--- src/rtl/alu_issue_ctrl.sv ---
// RV32I decode-and-issue sequencer in front of a fixed-latency execute-stage ALU.
// Optional ALU_ISSUE_PERF_EN adds issued/illegal instruction counters.
module alu_issue_ctrl #(
  parameter int ALU_LAT = 2,
  parameter int XLEN    = 32
) (
  input  logic            clock,
  input  logic            reset_n,
  input  logic            instr_valid,
  output logic            instr_ready,
  input  logic [31:0]     instr,
  input  logic [XLEN-1:0] rs1_data,
  input  logic [XLEN-1:0] rs2_data,
  output logic [XLEN-1:0] alu_a,
  output logic [XLEN-1:0] alu_b,
  output logic [2:0]      alu_ctrl,
  output logic            alu_flag,
  output logic [1:0]      alu_sel,
  output logic [1:0]      alu_x,
  output logic [1:0]      alu_ctr,
  input  logic [XLEN-1:0] alu_result,
  input  logic            alu_bt,
  input  logic [XLEN-1:0] alu_jlr,
  output logic            rsp_valid,
  input  logic            rsp_ready,
  output logic [4:0]      rsp_rd,
  output logic            rsp_we,
  output logic [XLEN-1:0] rsp_data,
  output logic            rsp_br_taken,
  output logic            rsp_jalr,
  output logic [XLEN-1:0] rsp_target,
`ifdef ALU_ISSUE_PERF_EN
  output logic [31:0]     perf_issued,
  output logic [31:0]     perf_illegal,
`endif
  output logic            rsp_illegal
);

  localparam logic [6:0] OPC_OP     = 7'b0110011;
  localparam logic [6:0] OPC_OP_IMM = 7'b0010011;
  localparam logic [6:0] OPC_BRANCH = 7'b1100011;
  localparam logic [6:0] OPC_JALR   = 7'b1100111;

  typedef enum logic [1:0] {IDLE, EXEC, RESP} state_t;

  state_t state, state_nx;
  logic [3:0] cnt;
  logic       accept, capture, is_branch_q;

  logic [6:0]      opcode, funct7;
  logic [2:0]      funct3;
  logic [4:0]      rd;
  logic [XLEN-1:0] imm_i;

  logic            dec_legal, dec_flag, dec_we, dec_branch, dec_jalr;
  logic [XLEN-1:0] dec_a, dec_b;
  logic [2:0]      dec_ctrl;
  logic [1:0]      dec_sel, dec_x, dec_ctr;
  logic [4:0]      dec_rd;

  assign opcode = instr[6:0];
  assign rd     = instr[11:7];
  assign funct3 = instr[14:12];
  assign funct7 = instr[31:25];
  assign imm_i  = {{20{instr[31]}}, instr[31:20]};

  // Ready is forced low while reset is held so nothing is accepted during reset.
  assign instr_ready = reset_n && (state == IDLE);
  assign rsp_valid   = (state == RESP);
  assign accept      = instr_valid && instr_ready;
  assign capture     = (state == EXEC) && (cnt == 4'd1);

  always_comb begin
    dec_legal  = 1'b0;
    dec_a      = '0;
    dec_b      = '0;
    dec_ctrl   = 3'd0;
    dec_flag   = 1'b0;
    dec_sel    = 2'd0;
    dec_x      = 2'd0;
    dec_ctr    = 2'd0;
    dec_we     = 1'b0;
    dec_rd     = 5'd0;
    dec_branch = 1'b0;
    dec_jalr   = 1'b0;
    case (opcode)
      OPC_OP: begin
        dec_a = rs1_data;
        dec_b = rs2_data;
        case (funct3)
          3'b000: begin
            dec_legal = (funct7 == 7'b0000000) || (funct7 == 7'b0100000);
            dec_flag  = funct7[5];
          end
          3'b001: begin
            dec_legal = (funct7 == 7'b0000000);
            dec_ctrl  = 3'd2;
            dec_b     = {27'b0, rs2_data[4:0]};
          end
          3'b010: begin
            dec_legal = (funct7 == 7'b0000000);
            dec_ctrl  = 3'd3;
          end
          3'b100: begin
            dec_legal = (funct7 == 7'b0000000);
            dec_ctrl  = 3'd1;
            dec_sel   = 2'd2;
          end
          3'b101: begin
            dec_legal = (funct7 == 7'b0000000) || (funct7 == 7'b0100000);
            dec_ctrl  = 3'd2;
            dec_x     = funct7[5] ? 2'd2 : 2'd1;
            dec_b     = {27'b0, rs2_data[4:0]};
          end
          3'b110: begin
            dec_legal = (funct7 == 7'b0000000);
            dec_ctrl  = 3'd1;
            dec_sel   = 2'd1;
          end
          3'b111: begin
            dec_legal = (funct7 == 7'b0000000);
            dec_ctrl  = 3'd1;
          end
          default: dec_legal = 1'b0;
        endcase
        dec_we = (rd != 5'd0);
        dec_rd = rd;
      end
      OPC_OP_IMM: begin
        dec_a = rs1_data;
        dec_b = imm_i;
        case (funct3)
          3'b000: dec_legal = 1'b1;
          3'b001: begin
            dec_legal = (funct7 == 7'b0000000);
            dec_ctrl  = 3'd2;
            dec_b     = {27'b0, instr[24:20]};
          end
          3'b010: begin
            dec_legal = 1'b1;
            dec_ctrl  = 3'd3;
          end
          3'b100: begin
            dec_legal = 1'b1;
            dec_ctrl  = 3'd1;
            dec_sel   = 2'd2;
          end
          3'b101: begin
            dec_legal = (funct7 == 7'b0000000) || (funct7 == 7'b0100000);
            dec_ctrl  = 3'd2;
            dec_x     = funct7[5] ? 2'd2 : 2'd1;
            dec_b     = {27'b0, instr[24:20]};
          end
          3'b110: begin
            dec_legal = 1'b1;
            dec_ctrl  = 3'd1;
            dec_sel   = 2'd1;
          end
          3'b111: begin
            dec_legal = 1'b1;
            dec_ctrl  = 3'd1;
          end
          default: dec_legal = 1'b0;
        endcase
        dec_we = (rd != 5'd0);
        dec_rd = rd;
      end
      OPC_BRANCH: begin
        dec_a      = rs1_data;
        dec_b      = rs2_data;
        dec_ctrl   = 3'd4;
        dec_branch = 1'b1;
        case (funct3)
          3'b000: begin dec_legal = 1'b1; dec_ctr = 2'd0; end
          3'b001: begin dec_legal = 1'b1; dec_ctr = 2'd1; end
          3'b100: begin dec_legal = 1'b1; dec_ctr = 2'd2; end
          3'b101: begin dec_legal = 1'b1; dec_ctr = 2'd3; end
          default: dec_legal = 1'b0;
        endcase
      end
      OPC_JALR: begin
        dec_legal = (funct3 == 3'b000);
        dec_a     = rs1_data;
        dec_b     = imm_i;
        dec_ctrl  = 3'd5;
        dec_jalr  = 1'b1;
        dec_rd    = rd;
      end
      default: dec_legal = 1'b0;
    endcase
    // Illegal instructions leave every ALU and response field at zero.
    if (!dec_legal) begin
      dec_a      = '0;
      dec_b      = '0;
      dec_ctrl   = 3'd0;
      dec_flag   = 1'b0;
      dec_sel    = 2'd0;
      dec_x      = 2'd0;
      dec_ctr    = 2'd0;
      dec_we     = 1'b0;
      dec_rd     = 5'd0;
      dec_branch = 1'b0;
      dec_jalr   = 1'b0;
    end
  end

  always_comb begin
    state_nx = state;
    case (state)
      IDLE:    if (accept) state_nx = dec_legal ? EXEC : RESP;
      EXEC:    if (capture) state_nx = RESP;
      RESP:    if (rsp_ready) state_nx = IDLE;
      default: state_nx = IDLE;
    endcase
  end

  always_ff @(posedge clock or negedge reset_n) begin
    if (!reset_n) begin
      state <= IDLE;
      cnt   <= 4'd0;
    end else begin
      state <= state_nx;
      if (accept)
        cnt <= 4'(ALU_LAT);
      else if (state == EXEC)
        cnt <= cnt - 4'd1;
    end
  end

  // ALU operands and response fields are loaded at accept; ALU results land on the final EXEC edge.
  always_ff @(posedge clock or negedge reset_n) begin
    if (!reset_n) begin
      alu_a        <= '0;
      alu_b        <= '0;
      alu_ctrl     <= 3'd0;
      alu_flag     <= 1'b0;
      alu_sel      <= 2'd0;
      alu_x        <= 2'd0;
      alu_ctr      <= 2'd0;
      is_branch_q  <= 1'b0;
      rsp_rd       <= 5'd0;
      rsp_we       <= 1'b0;
      rsp_data     <= '0;
      rsp_br_taken <= 1'b0;
      rsp_jalr     <= 1'b0;
      rsp_target   <= '0;
      rsp_illegal  <= 1'b0;
    end else if (accept) begin
      alu_a        <= dec_a;
      alu_b        <= dec_b;
      alu_ctrl     <= dec_ctrl;
      alu_flag     <= dec_flag;
      alu_sel      <= dec_sel;
      alu_x        <= dec_x;
      alu_ctr      <= dec_ctr;
      is_branch_q  <= dec_branch;
      rsp_rd       <= dec_rd;
      rsp_we       <= dec_we;
      rsp_data     <= '0;
      rsp_br_taken <= 1'b0;
      rsp_jalr     <= dec_jalr;
      rsp_target   <= '0;
      rsp_illegal  <= !dec_legal;
    end else if (capture) begin
      rsp_data     <= rsp_we ? alu_result : '0;
      rsp_br_taken <= is_branch_q && alu_bt;
      rsp_target   <= rsp_jalr ? {alu_jlr[XLEN-1:1], 1'b0} : '0;
    end
  end

`ifdef ALU_ISSUE_PERF_EN
  always_ff @(posedge clock or negedge reset_n) begin
    if (!reset_n) begin
      perf_issued  <= 32'd0;
      perf_illegal <= 32'd0;
    end else if (accept) begin
      if (dec_legal)
        perf_issued <= perf_issued + 32'd1;
      else
        perf_illegal <= perf_illegal + 32'd1;
    end
  end
`endif

endmodule
--- config.mk ---
export PLATFORM = sky130hd
export DESIGN_NAME = alu_issue_ctrl
export DESIGN_NICKNAME = d
export VERILOG_FILES = /design/src/rtl/alu_issue_ctrl.sv
export SDC_FILE = /design/constraint.sdc
export NUM_CORES = 1
export LEC_CHECK = 0
export ABC_AREA = 0
export CAP_MARGIN = 20
export CORE_ASPECT_RATIO = 1.25
export CORE_MARGIN = 5
export CORE_UTILIZATION = 35
export CTS_CLUSTER_SIZE = 40
export DETAILED_ROUTE_END_ITERATION = 8
export GPL_TIMING_DRIVEN = 0
export PLACE_DENSITY = 0.8
export SLEW_MARGIN = 10
export SYNTH_ARGS = -nofsm -noshare
export SYNTH_HDL_FRONTEND = slang
export SYNTH_SLANG_ARGS = --single-unit
--- constraint.sdc ---
create_clock -name clock -period 5.1 [get_ports clock]
set_clock_uncertainty 0.15 [all_clocks]
set_input_delay 0.765 -clock clock [delete_from_list [all_inputs] [get_ports clock]]
set_output_delay 0.765 -clock clock [all_outputs]
set_load 0.005 [all_outputs]
==> results of run 1 <==
## through the flow
step	util	instances	setup slack, ns	TNS, ns
after floorplan	-	574	2.52	0
after global placement	0.548	1103	-3.92	-1044.23
after detailed placement	0.550	1104	1.03	0
after CTS	0.585	1136	1.41	0
after global routing	0.585	1136	1.15	0
final	0.585	1136	1.50	0
## flip-flops by register name, summed over array words and instances (netlist names)
register and count:
alu_a 32, alu_b 32, rsp_data 32, rsp_target 31, rsp_rd 5, cnt 4
alu_ctrl 3, alu_ctr 2, alu_sel 2, alu_x 2, state 2, alu_flag 1
is_branch_q 1, rsp_br_taken 1, rsp_illegal 1, rsp_jalr 1, rsp_we 1
## layer usage
layer,up-vias,global-route usage,share of wire
met1,2763,0.249,0.39
met4,0,0.0912,0.036
met5,-,0,0
met3,53,0.0550,0.063
li1,2697,-,-
met2,200,0.362,0.51
## critical path, delay by kind of cell
kind / cells / cell delay (ns)
buffers and inverters: 3 / 1.40
and+or+nand+nor: 1 / 0.43
## synthesized netlist by cell type, types with 2 or more instances
cell type / n / share of area
a21boi_0: 2 / 0.0024
a21o_1: 2 / 0.0024
a21oi_1: 23 / 0.018
a221oi_1: 5 / 0.0070
a22o_1: 64 / 0.090
a22oi_1: 6 / 0.0072
and2_1: 3 / 0.0030
and4b_1: 2 / 0.0032
buf_2: 4 / 0.0032
clkbuf_1: 38 / 0.023
dfrtp_1: 153 / 0.61
ha_1: 2 / 0.0040
inv_1: 3 / 0.0018
nand2_1: 128 / 0.077
nand2b_1: 4 / 0.0040
nand3_1: 4 / 0.0032
nand4_1: 2 / 0.0020
nor2_1: 14 / 0.0084
nor2b_1: 5 / 0.0050
nor3_2: 5 / 0.0080
nor3b_1: 2 / 0.0024
o211ai_1: 3 / 0.0036
o21ai_0: 48 / 0.038
o31ai_1: 30 / 0.036
o41ai_1: 3 / 0.0042
xnor2_1: 3 / 0.0042
## power by group through the flow
| stage | Sequential, mW | Clock (mW) | Combinational (mW) |
|---|---|---|---|
| after floorplan | 1.25 | 0 | 0.0660 |
| after global placement | 1.26 | 0 | 0.269 |
| after detailed placement | 1.25 | 0 | 0.275 |
| after CTS | 1.23 | 1.38 | 0.276 |
| after global routing | 1.23 | 1.44 | 0.297 |
| final | 1.23 | 1.34 | 0.272 |
## final timing paths
kind / start / to / slack (ns) / cells after the start
max: reset_n / instr_ready / 1.50 / 4
min: reset_n / alu_b[22] / 0.13 / 1
max reg2reg: state[1] / rsp_target[31] / 2.34 / 6
min reg2reg: alu_a[5] / alu_a[5] / 0.33 / 2
max in group asynchronous: reset_n / alu_a[3] / 3.86 / 2
min in group clock: alu_a[5] / alu_a[5] / 0.33 / 2
## layout by cell type (no fill, tap or decap), drive strengths merged, types with 4 or more instances in the layout
cell type / synthesis / layout
clkdlybuf4s50: 0 / 304
dfrtp: 153 / 153
nand2: 128 / 128
a22o: 64 / 64
clkbuf: 38 / 56
o21ai: 48 / 48
o31ai: 30 / 30
a21oi: 23 / 23
nor2: 14 / 14
inv: 3 / 9
buf: 6 / 8
a22oi: 6 / 6
nor3: 6 / 6
nor2b: 5 / 5
a221oi: 5 / 5
nand2b: 4 / 4
nand3: 4 / 4
clkinv: 0 / 4
## kinds of logic after synthesis
family | after synthesis
adder cells (fa/ha/maj) | 2
AO/OA/AOI/OAI | 190
XOR/XNOR | 4
flip-flops | 153
other | 1
AND/OR/NAND/NOR | 177
buffers and inverters | 47
## layout make-up
type,count,area [sq um],area share
buffer,44,181,0.0177
clock buffer,18,439,0.0429
clock inverter,14,186,0.0182
inverter,3,11.3,0.00110
multi-input combinational,374,2230,0.218
sequential,153,3830,0.374
tap,224,280,0.0274
timing repair buffer,306,3090,0.301
==> summary.txt, run 1 <==
Layout
  – # nets final: 1,066
  – Share of cells above drive strength 1: 0.0559
  – Ant. Diodes: 0
  – Post-route cell area: 0.0102 sq mm
  – Fill count: 1,476
  – P&R area growth vs syn: 63.8%

Global routing
  – GRT Overall Usage: 0.212
  – Pin count of the biggest net entering global routing: 84
  – First-pass GRT wire length: 34,000 um
  – Initial antenna violation count: 0
  – Number of global-route vias before repair: 6,048
  – GRT overflow: 0

Timing
  – Fin crit share: 0.706
  – RSZ-0062 raised after global routing: no
  – Final Hold Fails: 0
  – Tmin final: 3.60 ns
  – WHS: 0.130 ns
  – Finish-stage setup viols: 0
  – Slew @ Worst Pin: 0.967 ns
  – Max frequency: 0.278 GHz
  – Max-slew violation count: 0
  – Rel. slew slack: 0.353

Drt
  – DRT antenna net count: 0
  – Routed Wire Length: 21,800 um
  – Total number of vias: 5,713
  – Avg WL per Cell: 19.2 um
  – Vias per cell: 5.03
  – Initial DRC count: 304
  – DRC viols: 0
  – 1st-pass router iterations: 4

Critical path
  – Data arrival, critical path: 2.68 ns
  – Slowest CP cell: clkdlybuf4s50_1
  – Worst endpoint required time: 4.18 ns
  – Worst Setup End Kind: output port
  – Crit-path max cell delay: 0.62 ns
  – Critical path type: in -> out
  – Critical path, cell by cell: buf_8 -> buf_16 -> nor3b_1 -> clkdlybuf4s50_1
  – Startpoint types: primary input
  – Crit path max fanout: 83

Yosys
  – Seq/Total Area, Yosys: 0.612
  – Syn_nets: 741
  – Post-synth cell types: 42
  – Post-synth EDFFs: 0
  – Synth Area in XOR/XNOR: 0.00560
  – Async SR Flop Fraction: 1.00
  – Yosys warning count: 0
  – Seq cells post-synth: 153
  – Post-Syn Area per Cell: 10.9 sq um
  – Syn Std Cell Area: 0.00625 sq mm
  – Adder-cell share of the synthesized area: 0.00400
  – Main synth FF type: dfrtp_1
  – Largest family of logic cells by synthesized area: compound AO/OA/AOI/OAI gates
  – Post-synthesis mux area share: 0
  – Compound-Gate Fraction of Synth Area: 0.221
  – Cell count after synthesis: 574
  – Post-Synth Simple-Gate Area: 0.126

Power
  – PD cells: 278 mW/mm^2
  – Net Sw Frac: 0.237
  – Combinational fraction of design power: 0.096
  – Lkg Pwr: 4.27 nW
  – Clock Power Share: 0.472
  – VDD IR-drop max: 0.000195 V
  – Reg power frac: 0.433
  – NetSw: 0.675 mW
  – Internal Power: 2.17 mW
  – Total power: 2.85 mW

Die
  – Full die area: 0.0207 sq mm
  – Core area: 0.0175 sq mm
  – Die W: 130 um
  – # IOs: 314
  – Die H: 159 um
  – Initial Util: 0.357
  – FP Rows: 54

Clocking
  – Post-CTS sizing: 0
  – Deepest clock path buffer count: 2
  – CTS tree: done
  – Clk pin slew, worst setup/hold paths: 0.06 ns
  – Root Buffer: clkbuf_16
  – Latest clock arrival within the worst-skew pair: 0.41 ns
  – Hold Buf Count CTS: 0
  – Num CTS Buffers: 17
  – Post CTS Setup Buffer Count: 0
  – # H-tree levels: 4
  – CTS Sinks: 153

Placement
  – Final GP Congestion: 0.856
  – DPL Wire Length: 16,600 um
  – Count of input and output buffers: 305
  – Placed Area: 0.00962 sq mm

Outcome
  – Status: completed

Min path
  – Hold/Removal Path Class: in -> async

Run
  – Max_cap viols: 0
No activity file was read; power rests on OpenSTA's default activity.
==> run 2, diff against run 1 <==
==> constraint.sdc (replaced) <==
create_clock -name clock -period 3.34 [get_ports clock]
set_clock_uncertainty 0.15 [all_clocks]
set_input_delay 0.501 -clock clock [delete_from_list [all_inputs] [get_ports clock]]
set_output_delay 0.501 -clock clock [all_outputs]
set_load 0.005 [all_outputs]
==> run 2 against run 1 <==
Combinational power grew 58%. Flip-flop and latch count did not move. Register-to-register slack worse by 1.6 ns. Critical path depth rose by 3. Cell area increased by 0.77%. Via count is 0.39% higher. Sequential share of layout area shrank 0.29 points. Final cell count grew 0.18%. Global-route usage grew 0.13 points. Die area did not move. Critical endpoint is now alu_b[12]. Largest cell class unchanged. Largest power group unchanged.
==> summary.txt, run 2 (same netlist as run 1, synthesis figures left out) <==
Outcome
  – Status: completed

Layout
  – Ant. Diodes: 0
  – Post-Route Utilization: 0.590
  – Fill count: 1,469
  – P&R area growth vs syn: 65.1%
  – Most frequent cells in the layout: clkdlybuf4s50_1, dfrtp_1, nand2_1, a22o_1, o21ai_0
  – Share of cells above drive strength 1: 0.0591
  – # nets final: 1,068
  – Largest regs: alu_a: 32 flops, alu_b: 32 flops, rsp_data: 32 flops
  – Commonest non-fill, non-tap cell in the layout: clkdlybuf4s50_1

Timing
  – Max frequency: 0.368 GHz
  – Slew @ Worst Pin: 0.967 ns
  – Final Hold Fails: 0
  – RSZ-0062 raised after global routing: no
  – WHS: 0.00410 ns
  – Finish-stage setup viols: 0
  – Max-slew violation count: 0
  – Fin crit share: 0.814
  – Tmin final: 2.72 ns
  – Rel. slew slack: 0.353

Clocking
  – Clk pin slew, worst setup/hold paths: 0.07 ns
  – Post-CTS sizing: 0
  – CTS Sinks: 153
  – Deepest clock path buffer count: 2
  – Latest clock arrival within the worst-skew pair: 0.41 ns
  – Post CTS Setup Buffer Count: 0
  – # H-tree levels: 4
  – Num CTS Buffers: 17
  – Root Buffer: clkbuf_16
  – CTS tree: done

Drt
  – Initial DRC count: 315
  – Vias per cell: 5.04
  – 1st-pass router iterations: 4
  – DRT antenna net count: 0
  – Total number of vias: 5,735
  – Routed Wire Length: 22,100 um
  – DRC viols: 0
  – Avg WL per Cell: 19.4 um

Global routing
  – Number of global-route vias before repair: 6,061
  – GRT Overall Usage: 0.213
  – Pin count of the biggest net entering global routing: 83
  – Initial antenna violation count: 0
  – GRT overflow: 0
  – First-pass GRT wire length: 34,100 um

Placement
  – DPL Wire Length: 16,600 um
  – Final GP Congestion: 0.856
  – Count of input and output buffers: 305

Power
  – Lkg Pwr: 4.31 nW
  – VDD IR-drop max: 0.000298 V
  – PD cells: 423 mW/mm^2
  – Total power: 4.37 mW

Die
  – Full die area: 0.0207 sq mm
  – # IOs: 314
  – Die W: 130 um
  – Initial Util: 0.357
  – Die H: 159 um
  – FP Rows: 54
  – Core area: 0.0175 sq mm

Critical path
  – Worst endpoint required time: 3.51 ns
  – Critical path type: in -> reg
  – Startpoint types: primary input
  – Data arrival, critical path: 2.88 ns
  – Worst Setup End Kind: register
  – Crit path max fanout: 10

Min path
  – Hold/Removal Path Class: in -> async

Run
  – Max_cap viols: 0
run 2: path summary, 6_finish.rpt:
kind / from / to / slack [ns] / depth (start not counted)
min reg2reg: alu_b[28] / alu_b[28] / 0.33 / 2
min in group clock: alu_b[28] / alu_b[28] / 0.33 / 2
max: instr[5] / alu_b[12] / 0.62 / 7
max in group asynchronous: reset_n / state[1] / 2.62 / 3
min: reset_n / alu_b[22] / 0.004 / 3
max reg2reg: state[1] / rsp_target[31] / 0.70 / 5
run 2: worst max-delay path: stages:
cell and delay, ns:
clkdlybuf4s50_1 0.64, and4b_1 0.30, nand3_1 0.24, a21boi_0 0.47, clkbuf_1 0.40, a21oi_1 0.10
o31ai_1 0.24
run 2: stage by stage:
step	area [sq um]	setup TNS (ns)	std cells	setup WS (ns)
floorplan	6250	0	574	1.03
global placement	9590	-1503.23	1103	-5.42
detailed placement	9620	-30.73	1104	-0.471
CTS	10300	0	1138	0.620
global route	10300	0	1138	0.358
finish	10300	0	1138	0.621
run 2: timing repair:
action | 4_1_cts | 5_1_grt
hold buffers | 3 | 0
hold endpoints to repair | 71 | 0
setup endpoints to repair | 17 | 0
run 2: where the power goes:
part / internal (mW) / switching, mW / total [mW]
sequential: 1.87 / 0.0114 / 1.88
combinational: 0.240 / 0.189 / 0.429
clock: 1.22 / 0.838 / 2.06
run 2: layout make-up:
type                    instances  area, sq um  area share
clock buffers                  18          439      0.0425
flip-flops and latches        153         3830       0.371
repair buffers                309         3170       0.307
clock inverters                14          186      0.0181
well taps                     224          280      0.0272
inverters                       3         11.3     0.00109
plain buffers                  43          178      0.0172
multi-input cells             374         2230       0.216
run 2: routing by layer:
layer,GRT usage,vias up,routed length (um)
met5,0,-,0
li1,-,2699,-
met4,0.0912,0,765
met3,0.0550,50,1360
met1,0.251,2786,8680
met2,0.364,200,11300
==> run 3, diff against run 2 <==
==> constraint.sdc (replaced) <==
create_clock -name clock -period 2.8 [get_ports clock]
set_clock_uncertainty 0.15 [all_clocks]
set_input_delay 0.42 -clock clock [delete_from_list [all_inputs] [get_ports clock]]
set_output_delay 0.42 -clock clock [all_outputs]
set_load 0.005 [all_outputs]
==> run 3 against run 2 <==
Power increased by 20%. Via count increased by 0.58%. Combinational power rose by 22%. Core utilization grew 0.41 points. Die area stayed put. Global-route usage up 0.21 points. Final cell count increased by 0.35%. Critical path depth is 2 lower. Register-to-register slack got worse by 0.45 ns. Largest cell class unchanged.
==> summary.txt, run 3 (same netlist as run 1, synthesis figures left out) <==
Timing
  – Fin crit share: 0.912
  – Max-slew violation count: 0
  – Rel. slew slack: 0.387
  – Tmin final: 2.55 ns
  – PnR worst setup slack: 0.245 ns
  – Max frequency: 0.391 GHz
  – TNS Setup: 0 ns
  – Final Hold Fails: 0
  – RSZ-0062 raised after global routing: no
  – Finish-stage setup viols: 0
  – WHS: 0.295 ns
  – Slew @ Worst Pin: 0.917 ns

Layout
  – Largest regs: alu_a: 32 flops, alu_b: 32 flops, rsp_data: 32 flops
  – Commonest non-fill, non-tap cell in the layout: clkdlybuf4s50_1
  – Fill count: 1,466
  – P&R area growth vs syn: 66.2%
  – # nets final: 1,072
  – Post-route cell area: 0.0104 sq mm
  – Post-Route Utilization: 0.594
  – Non-filler instance count after layout: 1,142
  – Ant. Diodes: 0
  – Share of cells above drive strength 1: 0.0632
  – Most frequent cells in the layout: clkdlybuf4s50_1, dfrtp_1, nand2_1, a22o_1, o21ai_0

Drt
  – Total number of vias: 5,768
  – DRT antenna net count: 0
  – Initial DRC count: 321
  – Avg WL per Cell: 19.4 um
  – Routed Wire Length: 22,100 um
  – Vias per cell: 5.05
  – DRC viols: 0
  – 1st-pass router iterations: 5

Min path
  – WHS Endpoint: alu_ctr[1]
  – Hold path cells: 2
  – Hold/Removal Path Class: in -> reg
  – HP Start: instr[13]

Critical path
  – Critical path type: reg -> reg
  – Cells on worst reg2reg path: 5
  – Crit path from: state[1]
  – Worst r2r dst: rsp_target[31]
  – Data arrival, critical path: 2.76 ns
  – Startpoint types: register
  – Crit path max fanout: 10
  – Worst endpoint required time: 3.00 ns
  – R2R setup slack: 0.25 ns
  – Worst Setup End Kind: register
  – RR Startpoint: state[1]

Placement
  – Placed Area: 0.00962 sq mm
  – DPL Wire Length: 16,600 um
  – Final GP Congestion: 0.856
  – Count of input and output buffers: 305
  – Placed Cells: 1,104
  – Pre-CTS WS: -0.930 ns

Outcome
  – Status: completed

Global routing
  – First-pass GRT wire length: 34,400 um
  – GRT Overall Usage: 0.215
  – GRT overflow: 0
  – Number of global-route vias before repair: 6,071
  – Initial antenna violation count: 0
  – Pin count of the biggest net entering global routing: 72

Clocking
  – Root Buffer: clkbuf_16
  – CTS Sinks: 153
  – Latest clock arrival within the worst-skew pair: 0.42 ns
  – Clk pin slew, worst setup/hold paths: 0.06 ns
  – Deepest clock path buffer count: 2
  – Num CTS Buffers: 17
  – CTS tree: done
  – # H-tree levels: 4

Die
  – # IOs: 314
  – FP Rows: 54
  – Initial Util: 0.357
  – Die W: 130 um
  – Full die area: 0.0207 sq mm
  – Die H: 159 um
  – Core area: 0.0175 sq mm

Power
  – VDD IR-drop max: 0.000358 V
  – Lkg Pwr: 4.34 nW
  – Total power: 5.22 mW
  – PD cells: 502 mW/mm^2

Run
  – Max_cap viols: 0
[run 3: changes by cell type in the layout (fill, tap and decap cells not counted), sizes merged]
cell         delta
bufbuf          +1
dlygate4sd3     +3
[run 3: critical path, stage by stage (launching register included)]
cell and delay [ns]:
dfrtp_1 0.48, nor3b_1 0.14, and2_2 0.30, nor2_1 0.72, clkbuf_1 0.48, a22o_1 0.23
[run 3: metal layers]
| layer | track usage | share of wire |
|---|---|---|
| met1 | 0.256 | 0.39 |
| met2 | 0.366 | 0.51 |
| met3 | 0.0547 | 0.065 |
| met4 | 0.0888 | 0.034 |
| met5 | 0 | 0 |
[run 3: timing repair]
action                     in CTS  in global routing
setup endpoints to repair     151                 11
resized for setup               2                  6
hold buffers                    6                  0
cloned                          1                  0
hold endpoints to repair       71                  0
buffers inserted                0                  0
[run 3: worst max-delay path by stage]
stage	end	slack, ns
4_1_cts	rsp_target[31]	0.14
5_1_grt	rsp_target[31]	0.02
2_1_floorplan	rsp_illegal	0.57
3_5_place_dp	rsp_data[24]	-0.93
3_3_place_gp	rsp_data[26]	-5.88
6_report	rsp_target[31]	0.25
[run 3: area by class of cell]
class | count | area [sq um] | area share
buffer | 43 | 180 | 0.0173
timing repair buffer | 313 | 3230 | 0.311
sequential | 153 | 3830 | 0.368
multi-input combinational | 374 | 2240 | 0.215
clock buffer | 18 | 439 | 0.0423
tap | 224 | 280 | 0.0270
clock inverter | 14 | 186 | 0.0179
inverter | 3 | 11.3 | 0.00108
[run 3: power breakdown]
part           switching [mW]  internal, mW
Sequential             0.0138          2.23
Combinational           0.227         0.294
Clock                    1.00          1.45
